**config.mk**
```make
export PLATFORM = sky130hd
export DESIGN_NAME = pipe_reg
export DESIGN_NICKNAME = d
export VERILOG_FILES = /design/src/rtl/pipe_reg.sv
export SDC_FILE = /design/constraint.sdc
export NUM_CORES = 1
export LEC_CHECK = 0
export BUFFER_PORTS_ARGS = -buffer_cell sky130_fd_sc_hd__buf_2
export CELL_PAD_IN_SITES_DETAIL_PLACEMENT = 1
export CELL_PAD_IN_SITES_GLOBAL_PLACEMENT = 1
export CORE_MARGIN = 2
export CORE_UTILIZATION = 34
export CTS_CLUSTER_DIAMETER = 50
export DETAILED_ROUTE_END_ITERATION = 6
export GPL_TIMING_DRIVEN = 0
export PLACE_DENSITY = 0.7
export REMOVE_ABC_BUFFERS = 1
export SLEW_MARGIN = 20
export SYNTH_ARGS = -nofsm -noshare
export SYNTH_HDL_FRONTEND = slang
export SYNTH_SLANG_ARGS = --single-unit
export TNS_END_PERCENT = 20
```
**constraint.sdc**
```tcl
create_clock -name clk -period 1.1 [get_ports clk]
set_input_delay 0.22 -clock clk [delete_from_list [all_inputs] [get_ports clk]]
set_output_delay 0.22 -clock clk [all_outputs]
set_load 0.05 [all_outputs]
```
**src/rtl/pipe_reg.sv**
```systemverilog
// Elastic pipeline register: WIDTH-bit data, DEPTH stages, valid/ready handshake
// with a global stall enable, synchronous flush and an occupancy count.
module pipe_reg #(
    parameter int WIDTH = 8,
    parameter int DEPTH = 2
) (
    input  logic                       clk,
    input  logic                       rst,
    input  logic                       enable,
    input  logic                       flush,
    input  logic                       in_valid,
    input  logic [WIDTH-1:0]           in_data,
    output logic                       in_ready,
    output logic                       out_valid,
    output logic [WIDTH-1:0]           out_data,
    input  logic                       out_ready,
    output logic [$clog2(DEPTH+1)-1:0] count
);
    localparam int CW = $clog2(DEPTH+1);

    logic             v_reg [DEPTH];
    logic [WIDTH-1:0] d_reg [DEPTH];
    logic             r     [DEPTH];
    logic             src_v [DEPTH];
    logic [WIDTH-1:0] src_d [DEPTH];
    logic [CW-1:0]    count_reg;
    logic [CW-1:0]    count_next;
    logic             move;
    logic             accept;
    logic             emit;

    assign move = enable && !flush;

    // Ready ripples back from the consumer; an empty stage is always ready.
    assign r[DEPTH-1] = !v_reg[DEPTH-1] || out_ready;
    assign src_v[0]   = in_valid;
    assign src_d[0]   = in_data;

    generate
        for (genvar gi = 0; gi < DEPTH-1; gi++) begin : g_chain
            assign r[gi]       = !v_reg[gi] || r[gi+1];
            assign src_v[gi+1] = v_reg[gi];
            assign src_d[gi+1] = d_reg[gi];
        end

        for (genvar gi = 0; gi < DEPTH; gi++) begin : g_stage
            logic             v_next;
            logic [WIDTH-1:0] d_next;

            always_comb begin
                v_next = v_reg[gi];
                d_next = d_reg[gi];
                if (flush) begin
                    v_next = 1'b0;
                    d_next = '0;
                end else if (move && r[gi]) begin
                    v_next = src_v[gi];
                    // Bubbles leave the data register untouched.
                    if (src_v[gi]) begin
                        d_next = src_d[gi];
                    end
                end
            end

            always_ff @(posedge clk or posedge rst) begin
                if (rst) begin
                    v_reg[gi] <= 1'b0;
                    d_reg[gi] <= '0;
                end else begin
                    v_reg[gi] <= v_next;
                    d_reg[gi] <= d_next;
                end
            end
        end
    endgenerate

    assign in_ready  = move && !rst && r[0];
    assign out_valid = move && v_reg[DEPTH-1];
    assign out_data  = d_reg[DEPTH-1];
    assign accept    = in_valid && in_ready;
    assign emit      = out_valid && out_ready;

    always_comb begin
        count_next = count_reg;
        if (flush) begin
            count_next = '0;
        end else if (accept && !emit) begin
            count_next = count_reg + CW'(1);
        end else if (emit && !accept) begin
            count_next = count_reg - CW'(1);
        end
    end

    always_ff @(posedge clk or posedge rst) begin
        if (rst) begin
            count_reg <= '0;
        end else begin
            count_reg <= count_next;
        end
    end

    assign count = count_reg;

endmodule

```
== After elaboration in Yosys (flattened, before gate mapping) ==
Cells that the tools add are included.

* Word-level logic and storage cells: 45
* Bits of input ports: 14
* Flip-flop bits (word level): 20
* Output and inout bits: 12

* Add/subtract/negate cells: 2
* Reductions and logical operators: 25
* Multiplexer cells: 13

{| class="wikitable"
|+ Operators with widths
! kind !! count
|-
| $mux W8 || 6
|-
| $logic_and A1 B1 Y1 || 10
|-
| $reduce_bool A2 Y1 || 4
|-
| $logic_not A1 Y1 || 6
|-
| $mux W2 || 3
|-
| $mux W1 || 4
|-
| $reduce_and A2 Y1 || 2
|-
| $reduce_bool A3 Y1 || 1
|-
| $add A2 B1 Y2 const B || 1
|-
| $logic_or A1 B1 Y1 || 2
|-
| $sub A2 B1 Y2 const B || 1
|}

== Depth between registers and ports, before layout ==
Gate-level depths: netlist (run 1).

* Depth after elaboration: 10
* Depth in mapped cells: 5
* Gate-level depth less buffers: 4

== Least setup slack after synthesis (run 1) ==
Ideal clock, no wire load.

* Kind: input-to-output
* From: input rst
* To: output in_ready
* Arrival: 1.224 ns
* Stages: 2
* Buffers on the path: 0
* Path slack: -0.344 ns
* Required time: 0.880 ns
* Cells stage by stage: inv_1 and3_1

* Word-level cells in the longest chain between the ends: 3

{| class="wikitable"
|+ RTL lines
! what !! RTL line !! RTL
|-
| from (decl) || 8 || <nowiki>input logic rst,</nowiki>
|-
| $logic_not A1 Y1 (no line) || - ||
|-
| $logic_and A1 B1 Y1 (2 in a row) || 77 || <nowiki>assign in_ready = move && !rst && r[0];</nowiki>
|-
| to (decl) || 13 || <nowiki>output logic in_ready,</nowiki>
|}

No other way between the ends.

== Worst setup path after layout (run 1) ==
* From: register v_reg[0] (netlist bit)
* To: output in_ready

* Word-level cells in the longest chain between the ends: 4

{| class="wikitable"
|+ RTL lines
! what !! RTL line !! RTL
|-
| from (decl) || 21 || <nowiki>logic v_reg [DEPTH];</nowiki>
|-
| from (signal, indexed assignment) || 70 || <nowiki>v_reg[gi] <= v_next;</nowiki>
|-
| $logic_not A1 Y1 || 35 || <nowiki>assign r[DEPTH-1] = !v_reg[DEPTH-1] || out_ready;</nowiki>
|-
| $logic_or A1 B1 Y1 || 35 ||
|-
| $logic_or A1 B1 Y1 || 41 || <nowiki>assign r[gi] = !v_reg[gi] || r[gi+1];</nowiki>
|-
| $logic_and A1 B1 Y1 || 77 ||
|}

No other way between the ends.

==> reports/qor.txt, run 1 <==
Met1 WL -> 1142 um
Initial antenna violation count -> 0
Clock sinks -> 20
Critical path class -> reg -> out
Hold path cells -> 3
Initial drt markers -> 32
Buffers and inverters on the worst path -> 1
Wire length on met3 -> 71 um
Largest net degree at the start of global routing -> 24
Wire length per cell -> 15.74 um
Ant. Diodes -> 0
Final setup violation count -> 25
Total Wirelength -> 2660 um
Setup WS post-layout -> -0.3300 ns
Setup crit end kind -> output port
Final #Nets -> 153
HP Class -> in -> reg
Die Y -> 58.63 um
Flop2flop setup slack -> -0.27 ns
Pre-CTS setup slack -> -0.6010 ns
Worst Hold End -> d_reg[9]$_DFFE_PP0P_
Slew @ Worst Pin -> 0.5208 ns
CP Cell Sequence -> nand3b_1, and3_1, buf_6
LEAKAGE -> 0.6970 nW
DRC errors left -> 1
Tmin final -> 1.430 ns
RePlAce Congestion -> 0.6560
Critical path launch point type -> register
First-pass GRT wire length -> 4388 um
Worst EP arrival -> 1.21 ns
Initial Utilization -> 36.17%
CTS Buffer Depth -> 2
RR Startpoint -> v_reg[0]$_DFFE_PP0P_
Total gr overflow -> 0
Peak VDD IR -> 0.5517 mV
Hold Path Origin -> in_data[1]
Yosys cell types -> 23
Die area -> 3437 sq um
Slew Limit Fails -> 0
Failing checks -> design-rule violations, negative setup slack
DR vias -> 864
Crit path largest cell delay -> 0.44 ns
H-Tree Depth -> 1
Final Hold Viols -> 0
Worst R2R End -> count[1]$_DFFE_PP0P_
DIE WIDTH -> 58.63 um
Syn avg cell area -> 9.225 sq um
TritonCTS Buffers -> 3
Total Routing Usage GR -> 16.94%
Synth Cell Area -> 1015 sq um
Status -> finished, violations left
CP max FO -> 4
Commonest non-fill, non-tap cell in the layout -> nand2_1
DP HPWL -> 1501 um
Worst Path Required -> 0.88 ns
Max cap viols -> 0
Vias in the first global route -> 938
Slowest-stage cell, CP -> dfrtp_1
Share of cells above drive strength 1 -> 37.68%
Unrepaired setup endpoints after global routing -> yes
Yosys reg bits -> 20
# rows -> 19
Pwr per Cell Area -> 1242 nW/um^2
Fill count -> 325
Most frequent cells in the layout -> 35 x nand2_1, 19 x dfrtp_1, 17 x nand3b_1, 12 x buf_2, 12 x buf_6
Synth Instances -> 110
CTS tree -> yes
Count of input and output buffers -> 25
Top delay family on crit path -> flip-flops
Setup Skew -> 0.008418 ns
Rel. slew slack -> 65.16%
Cell at the root of the clock tree -> clkbuf_4
Area growth syn-to-layout -> 37.98%
YS warnings -> 0
Clk slew on worst S/H paths -> 0.12 ns
Core area -> 2805 sq um
Final setup TNS -> -3.023 ns
Maximum clock rate -> 699.3 MHz
Register area share after synthesis -> 49.32%
Pre-Repair DR Iteration Count -> 6
Clk Latency, worst-skew pair -> 0.30 ns
Post-route ant nets -> 0
# IOs -> 26
Reg2reg path depth -> 6
DR vias/cell -> 5.112
Routed wl met2 -> 1395 um
Final Core Density -> 49.91%
DR top layer -> met4
Final period utilization -> 130.0%
[final cells by class]
class | count | area [sq um] | share of cell area (%)
repair buffers | 35 | 290.3 | 20.73
inverters | 1 | 7.507 | 0.5362
flip-flops and latches | 20 | 501.7 | 35.84
multi-input cells | 77 | 504.2 | 36.01
clock buffers | 3 | 22.52 | 1.609
well taps | 31 | 38.79 | 2.770
clock inverters | 1 | 30.03 | 2.145
repair inverters | 1 | 5.005 | 0.3575
[cells in the mapped netlist, drive strengths merged]
cell / instances / share of area [%]
a2111oi: 1 / 1.5
a22oi: 2 / 1.5
and2: 1 / 0.62
and2b: 1 / 0.74
and3: 3 / 1.8
and4bb: 1 / 1.6
buf: 10 / 6.9
clkbuf: 2 / 0.74
dfrtp: 20 / 49
inv: 1 / 0.37
nand2: 36 / 13
nand2b: 1 / 0.62
nand3: 3 / 2.0
nand3b: 17 / 13
nand4: 1 / 0.62
nor2: 5 / 1.8
nor3b: 1 / 0.74
o21ai: 1 / 0.49
o32a: 1 / 0.99
xnor2: 1 / 0.86
xor2: 1 / 0.86
[tightest hold or removal path, stage by stage]
cell	delay [ns]
buf_2	0.07
nand2_1	0.04
nand2_1	0.05
[worst max-delay path by stage]
stage                     cells after the start       end            startpoint  slack [ns]
final                                         3  in_ready  v_reg[0]$_DFFE_PP0P_       -0.33
after floorplan                               2  in_ready                   rst       -0.34
after global placement                        4  in_ready                   rst       -0.61
after CTS                                     3  in_ready  v_reg[0]$_DFFE_PP0P_       -0.30
after detailed placement                      4  in_ready                   rst       -0.60
after global routing                          3  in_ready  v_reg[0]$_DFFE_PP0P_       -0.39
[per-stage QoR]
step	power [W]	hold slack, ns	instances	cell area, sq um
final	0.001738	0.09867	169	1400
after global routing	0.001809	0.08656	169	1400
after CTS	0.001741	0.08965	167	1364
after detailed placement	0.001070	0.4175	154	1101
after global placement	0.001063	0.4105	154	1101
after floorplan	0.0009824	0.1891	98	937.1
[kinds of logic (layout without fill, tap and decap cells)]
kind of cell    after synthesis  after routing  synth area share (%)
flops                        20             20                 49.32
simple gates                 70             70                 36.50
buf+inv                      13             41                 8.015
xor+xnor                      2              2                 1.727
compound gates                5              5                 4.438
[repair_timing]
item	in CTS	in global routing
gates resized for setup	39	5
setup buffers	6	3
pin swaps	10	2
hold endpoints to repair	20	0
gates cloned	1	0
endpoints found under the setup margin	30	31
hold buffers	2	0
[layer usage]
layer / vias up / global-route usage, %
met5: - / 0
met4: 0 / 4.870
met3: 6 / 4.396
met2: 12 / 29.70
met1: 429 / 20.47
li1: 417 / -
[where the power goes]
group | internal [W] | switching, W
Sequential | 0.000774 | 0.0000306
Combinational | 0.000137 | 0.000194
Clock | 0.000368 | 0.000235
Total | 0.00128 | 0.000460
Power figures use the tool's default switching activity.
==> run 2: changes to the inputs <==
Settings changed: PLACE_DENSITY 0.7 to 0.84.
==> reports/qor.txt, run 2 (synthesized netlist as in run 1, its figures left out) <==
Status -> finished, violations left
Failing checks -> negative setup slack
H-Tree Depth -> 1 (unchanged)
Slew @ Worst Pin -> 0.4792 ns (-0.04167 ns)
Sw Pwr -> 0.0005106 W (+11%)
Ant. Diodes -> 0 (unchanged)
DP HPWL -> 1645 um (+9.6%)
Post-route non-filler standard cell count -> 167 (-1.2%)
First-pass GRT wire length -> 5112 um (+16%)
DR vias -> 894 (+3.5%)
Fill count -> 316 (-2.8%)
Sw frac -> 28.49% (+2.0 points)
DIE WIDTH -> 58.63 um (unchanged)
Total gr overflow -> 0 (unchanged)
Largest net degree at the start of global routing -> 24 (unchanged)
Initial drt markers -> 10 (-69%)
Initial antenna violation count -> 0 (unchanged)
Internal power -> 0.001282 W (+0.23%)
Critical path class -> reg -> out
Final Hold Viols -> 0 (unchanged)
DP Cell Count -> 154 (unchanged)
Commonest non-fill, non-tap cell in the layout -> nand2_1
Worst Path Required -> 0.88 ns (about the same)
Maximum clock rate -> 676.0 MHz (-3.3%)
DR vias/cell -> 5.353 (+4.7%)
Peak VDD IR -> 0.5961 mV (+8.1%)
TritonCTS Buffers -> 3 (unchanged)
Clock power share -> 36.1% (+1.4 points)
Wire length per cell -> 18.83 um (+20%)
Final Core Density -> 49.91% (unchanged)
Clk slew on worst S/H paths -> 0.14 ns (+0.02 ns)
Die area -> 3437 sq um (unchanged)
Final #Nets -> 151 (-1.3%)
Area growth syn-to-layout -> 37.98% (unchanged)
DRC errors left -> 0 (-1)
Critical path launch point type -> register
RePlAce Congestion -> 0.7557 (+15%)
Core area -> 2805 sq um (unchanged)
LEAKAGE -> 0.6827 nW (-2.0%)
Clk Latency, worst-skew pair -> 0.33 ns (+0.03 ns)
Pwr per Cell Area -> 1280 nW/um^2 (+3.1%)
Final period utilization -> 134.5% (+4.5 points)
Setup crit end kind -> output port
Die Y -> 58.63 um (unchanged)
Initial Utilization -> 36.17% (unchanged)
Most frequent cells in the layout -> 35 x nand2_1, 19 x dfrtp_1, 17 x nand3b_1, 12 x buf_2, 12 x buf_6
Cell area after layout -> 1400 sq um (unchanged)
Worst EP arrival -> 1.26 ns (+0.05 ns)
# IOs -> 26 (unchanged)
CTS tree -> yes
Rel. slew slack -> 67.95% (+2.8 points)
HP Class -> in -> reg
Total Wirelength -> 3144 um (+18%)
Vias in the first global route -> 973 (+3.7%)
Max cap viols -> 0 (unchanged)
Unrepaired setup endpoints after global routing -> yes
Slew Limit Fails -> 0 (unchanged)
Count of input and output buffers -> 25 (unchanged)
Final setup violation count -> 30 (+20%)
CP max FO -> 2 (-2)
Cell at the root of the clock tree -> clkbuf_4
Final setup TNS -> -2.938 ns (+0.08452 ns)
Post-route ant nets -> 0 (unchanged)
Sequential share of power -> 45.0% (-1.3 points)
# rows -> 19 (unchanged)
Setup Skew -> 0.01205 ns (+0.003629 ns)
Setup WS post-layout -> -0.3793 ns (-0.04931 ns)
Total Routing Usage GR -> 20.44% (+3.5 points)
Placement Cell Area -> 1101 sq um (unchanged)
Hold WS -> 0.07412 ns (-0.02455 ns)
Share of cells above drive strength 1 -> 37.50% (-0.18 points)
Clock sinks -> 20 (unchanged)
Pre-Repair DR Iteration Count -> 4 (-2)
CTS Buffer Depth -> 2 (unchanged)
Tmin final -> 1.479 ns (+0.04931 ns)
Combinational share of power -> 18.9% (about the same)
run 2: through the flow:
step | total power [W] | setup WS, ns
after floorplan | 0.0009824 | -0.3435
after global placement | 0.001056 | -0.5461
after detailed placement | 0.001074 | -0.5808
after CTS | 0.001767 | -0.3090
after global routing | 0.001862 | -0.4156
final | 0.001792 | -0.3793
run 2: power by group through the flow:
stage	Sequential [W]	Combinational, W	Clock (W)
global route	0.000811	0.000363	0.000688
CTS	0.000804	0.000320	0.000643
detailed placement	0.000818	0.000256	0
floorplan	0.000883	0.0000990	0
global placement	0.000813	0.000244	0
finish	0.000807	0.000338	0.000647
run 2: layout make-up:
type | instances | area, sq um | area share (%)
multi-input cells | 77 | 511.7 | 36.55
flip-flops and latches | 20 | 501.7 | 35.84
well taps | 31 | 38.79 | 2.770
clock buffers | 3 | 22.52 | 1.609
repair buffers | 33 | 282.8 | 20.20
inverters | 1 | 7.507 | 0.5362
repair inverters | 1 | 5.005 | 0.3575
clock inverters | 1 | 30.03 | 2.145
run 2: path summary, 6_finish.rpt:
path	end	depth (start not counted)	slack [ns]	from
min in group asynchronous	out_data[2]$_DFFE_PP0P_	3	0.48	rst
setup reg to reg	count[1]$_DFFE_PP0P_	6	-0.28	src_v[0]$_DFFE_PP0P_
hold reg to reg	out_data[0]$_DFFE_PP0P_	2	0.50	d_reg[8]$_DFFE_PP0P_
setup / recovery	in_ready	3	-0.38	src_v[0]$_DFFE_PP0P_
max in group asynchronous	src_v[0]$_DFFE_PP0P_	3	0.29	rst
hold / removal	d_reg[14]$_DFFE_PP0P_	3	0.07	in_data[6]
run 2: layer usage:
| layer | part of all wire, % | vias to the layer above | track usage [%] |
|---|---|---|---|
| li1 | - | 411 | - |
| met1 | 42 | 452 | 25.49 |
| met2 | 52 | 22 | 34.03 |
| met3 | 2.9 | 9 | 1.978 |
| met4 | 3.6 | 0 | 12.66 |
| met5 | 0 | - | 0 |
run 2: worst max-delay path, stage by stage, from the launching register on:
cell and delay, ns:
dfrtp_1 0.43, nand3b_1 0.15, and3_4 0.22, buf_8 0.14
run 2: what timing repair did:
item                                    in CTS  in global routing
pin swaps                                    4                  4
hold buffers                                 2                  0
endpoints found under the hold margin       20                  0
gates cloned                                 1                  0
gates resized for setup                     38                  9
endpoints found under the setup margin      30                 31
buffers inserted                             4                  3
==> run 3: changes to the inputs <==
Settings changed: ABC_AREA from default to 1, CORE_MARGIN 2 to default, PLACE_DENSITY 0.84 to 0.83, TNS_END_PERCENT 20 to 50.
==> reports/qor.txt, run 3 <==
Ant. Diodes -> 0 (unchanged)
Synth area leader -> dfrtp_1
DP HPWL -> 1531 um (-7.0%)
DIE WIDTH -> 56.90 um (-3.0%)
Wire length per cell -> 16.56 um (-12%)
Count of input and output buffers -> 25 (unchanged)
Slew Limit Fails -> 0 (unchanged)
Worst EP arrival -> 1.16 ns (-0.10 ns)
DRC errors left -> 4 (+4)
DR vias/cell -> 5.127 (-4.2%)
Synth Instances -> 108 (-1.8%)
Placement Cell Area -> 1109 sq um (+0.68%)
Maximum clock rate -> 726.8 MHz (+7.5%)
Synth area leaders -> dfrtp_1 49%, nand3_1 9.8%, o21ai_2 6.8%
Rel. slew slack -> 65.14% (-2.8 points)
Final #Nets -> 158 (+4.6%)
CP Cell Sequence -> nand3_4, nand2_4, nor2_4, buf_6
Synth Cell Area -> 1025 sq um (+0.99%)
Slew @ Worst Pin -> 0.5212 ns (+0.04198 ns)
Yosys cell types -> 23 (unchanged)
Commonest non-fill, non-tap cell in the layout -> dfrtp_1
Worst Path Required -> 0.88 ns (about the same)
DR vias -> 887 (-0.78%)
Slowest-stage cell, CP -> dfrtp_2
Vias in the first global route -> 929 (-4.5%)
HP Class -> in -> reg
Crit path largest cell delay -> 0.45 ns (+0.02 ns)
# rows -> 19 (unchanged)
Share of the synthesized area in the top cell type -> 48.84% (-0.48 points)
Failing checks -> design-rule violations, negative setup slack
Clk slew on worst S/H paths -> 0.10 ns (-0.04 ns)
Max cap viols -> 0 (unchanged)
Total gr overflow -> 0 (unchanged)
Tmin final -> 1.376 ns (-0.1035 ns)
Post-synth EDFFs -> 0 (unchanged)
Setup WS post-layout -> -0.2759 ns (+0.1035 ns)
Top delay family on crit path -> flip-flops
Cell area after layout -> 1550 sq um (+11%)
Critical path class -> reg -> out
CTS tree -> yes
Final period utilization -> 125.1% (-9.4 points)
Die area -> 3238 sq um (-5.8%)
Setup crit end kind -> output port
Flop2flop setup slack -> -0.27 ns (about the same)
Status -> finished, violations left
Hold path cells -> 3 (unchanged)
RR Startpoint -> v_reg[0]$_DFFE_PP0P_
Pwr per Cell Area -> 951.4 nW/um^2 (-26%)
Buffers and inverters on the worst path -> 1 (unchanged)
Clk Latency, worst-skew pair -> 0.31 ns (-0.02 ns)
Yosys reg bits -> 20 (unchanged)
RePlAce Congestion -> 0.6912 (-8.5%)
Syn avg cell area -> 9.488 sq um (+2.9%)
Initial Utilization -> 36.53% (+0.36 points)
Total Routing Usage GR -> 18.06% (-2.4 points)
Setup Skew -> 0.001455 ns (-0.01059 ns)
Register area share after synthesis -> 48.84% (-0.48 points)
Final Core Density -> 55.26% (+5.4 points)
Main flop type after synthesis -> dfrtp_1
Pre-Repair DR Iteration Count -> 6 (+2)
Asr flop ratio synth -> 100.0% (unchanged)
Initial drt markers -> 16 (+6)
Unrepaired setup endpoints after global routing -> yes
Critical path launch point type -> register
Largest net degree at the start of global routing -> 18 (-25%)
TritonCTS Buffers -> 3 (unchanged)
Worst R2R End -> count[0]$_DFFE_PP0P_
Most frequent cells in the layout -> 18 x dfrtp_1, 15 x buf_6, 13 x nand3_1, 13 x o21ai_2, 13 x buf_2
H-Tree Depth -> 1 (unchanged)
Worst Hold End -> d_reg[11]$_DFFE_PP0P_
Reg2reg path depth -> 9 (+3)
Hold WS -> 0.1408 ns (+0.06664 ns)
Post-route ant nets -> 0 (unchanged)
Final Hold Viols -> 0 (unchanged)
Post-route non-filler standard cell count -> 173 (+3.6%)
CTS Buffer Depth -> 2 (unchanged)
First-pass GRT wire length -> 4402 um (-14%)
Die Y -> 56.90 um (-3.0%)
Total Wirelength -> 2865 um (-8.9%)
CP max FO -> 3 (+1)
Critical Path Source -> v_reg[0]$_DFFE_PP0P_
Most frequent cells after synthesis -> 20 x dfrtp_1, 20 x nand3_1, 13 x inv_1, 9 x nand2_1, 9 x o21ai_0
Initial antenna violation count -> 0 (unchanged)
Final setup violation count -> 28 (-6.7%)
Peak VDD IR -> 0.7488 mV (+26%)
Hold Path Origin -> in_data[3]
Clock sinks -> 20 (unchanged)
Cell at the root of the clock tree -> clkbuf_4
Share of cells above drive strength 1 -> 58.45% (+21 points)
LEAKAGE -> 0.7072 nW (+3.6%)
DP Cell Count -> 153 (-0.65%)
Area growth syn-to-layout -> 51.28%
YS warnings -> 0 (unchanged)
Core area -> 2805 sq um (unchanged)
# IOs -> 26 (unchanged)
-- run 3: changes by cell type after synthesis, moves of 2 or more --
cell	delta
nand2_4	+2
and3_1	-3
nand2_1	-27
nand3b_1	-16
inv_1	+12
clkbuf_1	-2
o21ai_0	+8
nand3_1	+18
a22oi_1	-2
o21ai_2	+8
-- run 3: per-stage QoR --
stage | total power, W | TNS, ns | setup slack (ns)
after floorplan | 0.0009394 | -1.209 | -0.6098
after global placement | 0.001000 | -5.404 | -0.5806
after detailed placement | 0.001009 | -6.603 | -0.6241
after CTS | 0.001414 | -2.003 | -0.3040
after global routing | 0.001540 | -4.757 | -0.3369
final | 0.001475 | -3.598 | -0.2759
-- run 3: final cells by class --
type                            instances  area [sq um]
Fill cell                             317          1255
Multi-Input combinational cell         64         564.3
Sequential cell                        20         503.0
Timing Repair Buffer                   39         349.1
Inverter                               15         67.56
Tap cell                               31         38.79
Clock buffer                            3         22.52
Timing Repair inverter                  1         5.005
-- run 3: what timing repair did --
action | CTS | global route
endpoints found under the setup margin | 26 | 32
resized for setup | 50 | 27
gates cloned | 1 | 2
pin swaps | 7 | 8
hold buffers | 2 | 0
endpoints found under the hold margin | 20 | 0
setup buffers | 7 | 5
-- run 3: kinds of logic after synthesis --
family                 Yosys count  synth area share, %
XOR/XNOR                         1               0.8549
AND/OR/NAND/NOR                 42                23.20
buffers and inverters           26                13.55
AO/OA/AOI/OAI                   19                13.55
flip-flops                      20                48.84
-- run 3: worst reg2reg max path: stages, from the launching register on --
cell and delay (ns):
dfrtp_2 0.45, nand3_4 0.09, buf_4 0.12, buf_6 0.08, buf_8 0.12, nand3_4 0.09, nand2_4 0.08, nand3_1 0.09
nand2_1 0.09, nand2_1 0.06
-- run 3: where the power goes --
| group | internal, W | switching [W] |
|---|---|---|
| Sequential | 0.000765 | 0.0000193 |
| Clock | 0.000129 | 0.000221 |
| Combinational | 0.000126 | 0.000215 |
| Total | 0.00102 | 0.000455 |
-- run 3: metal layers --
| metal | global-route usage, % | up-vias | wire (um) |
|---|---|---|---|
| met5 | 0 | - | 0 |
| met4 | 7.317 | 0 | 48 |
| met3 | 2.535 | 5 | 103 |
| met2 | 31.26 | 23 | 1530 |
| met1 | 22.61 | 435 | 1182 |
| li1 | - | 424 | - |
-- run 3: worst max-delay path by stage --
stage | to | slack, ns | cells past startpoint
detailed placement | in_ready | -0.62 | 5
global placement | in_ready | -0.58 | 5
global route | count[0]$_DFFE_PP0P_ | -0.34 | 9
finish | in_ready | -0.28 | 4
floorplan | in_ready | -0.61 | 3
CTS | in_ready | -0.30 | 4
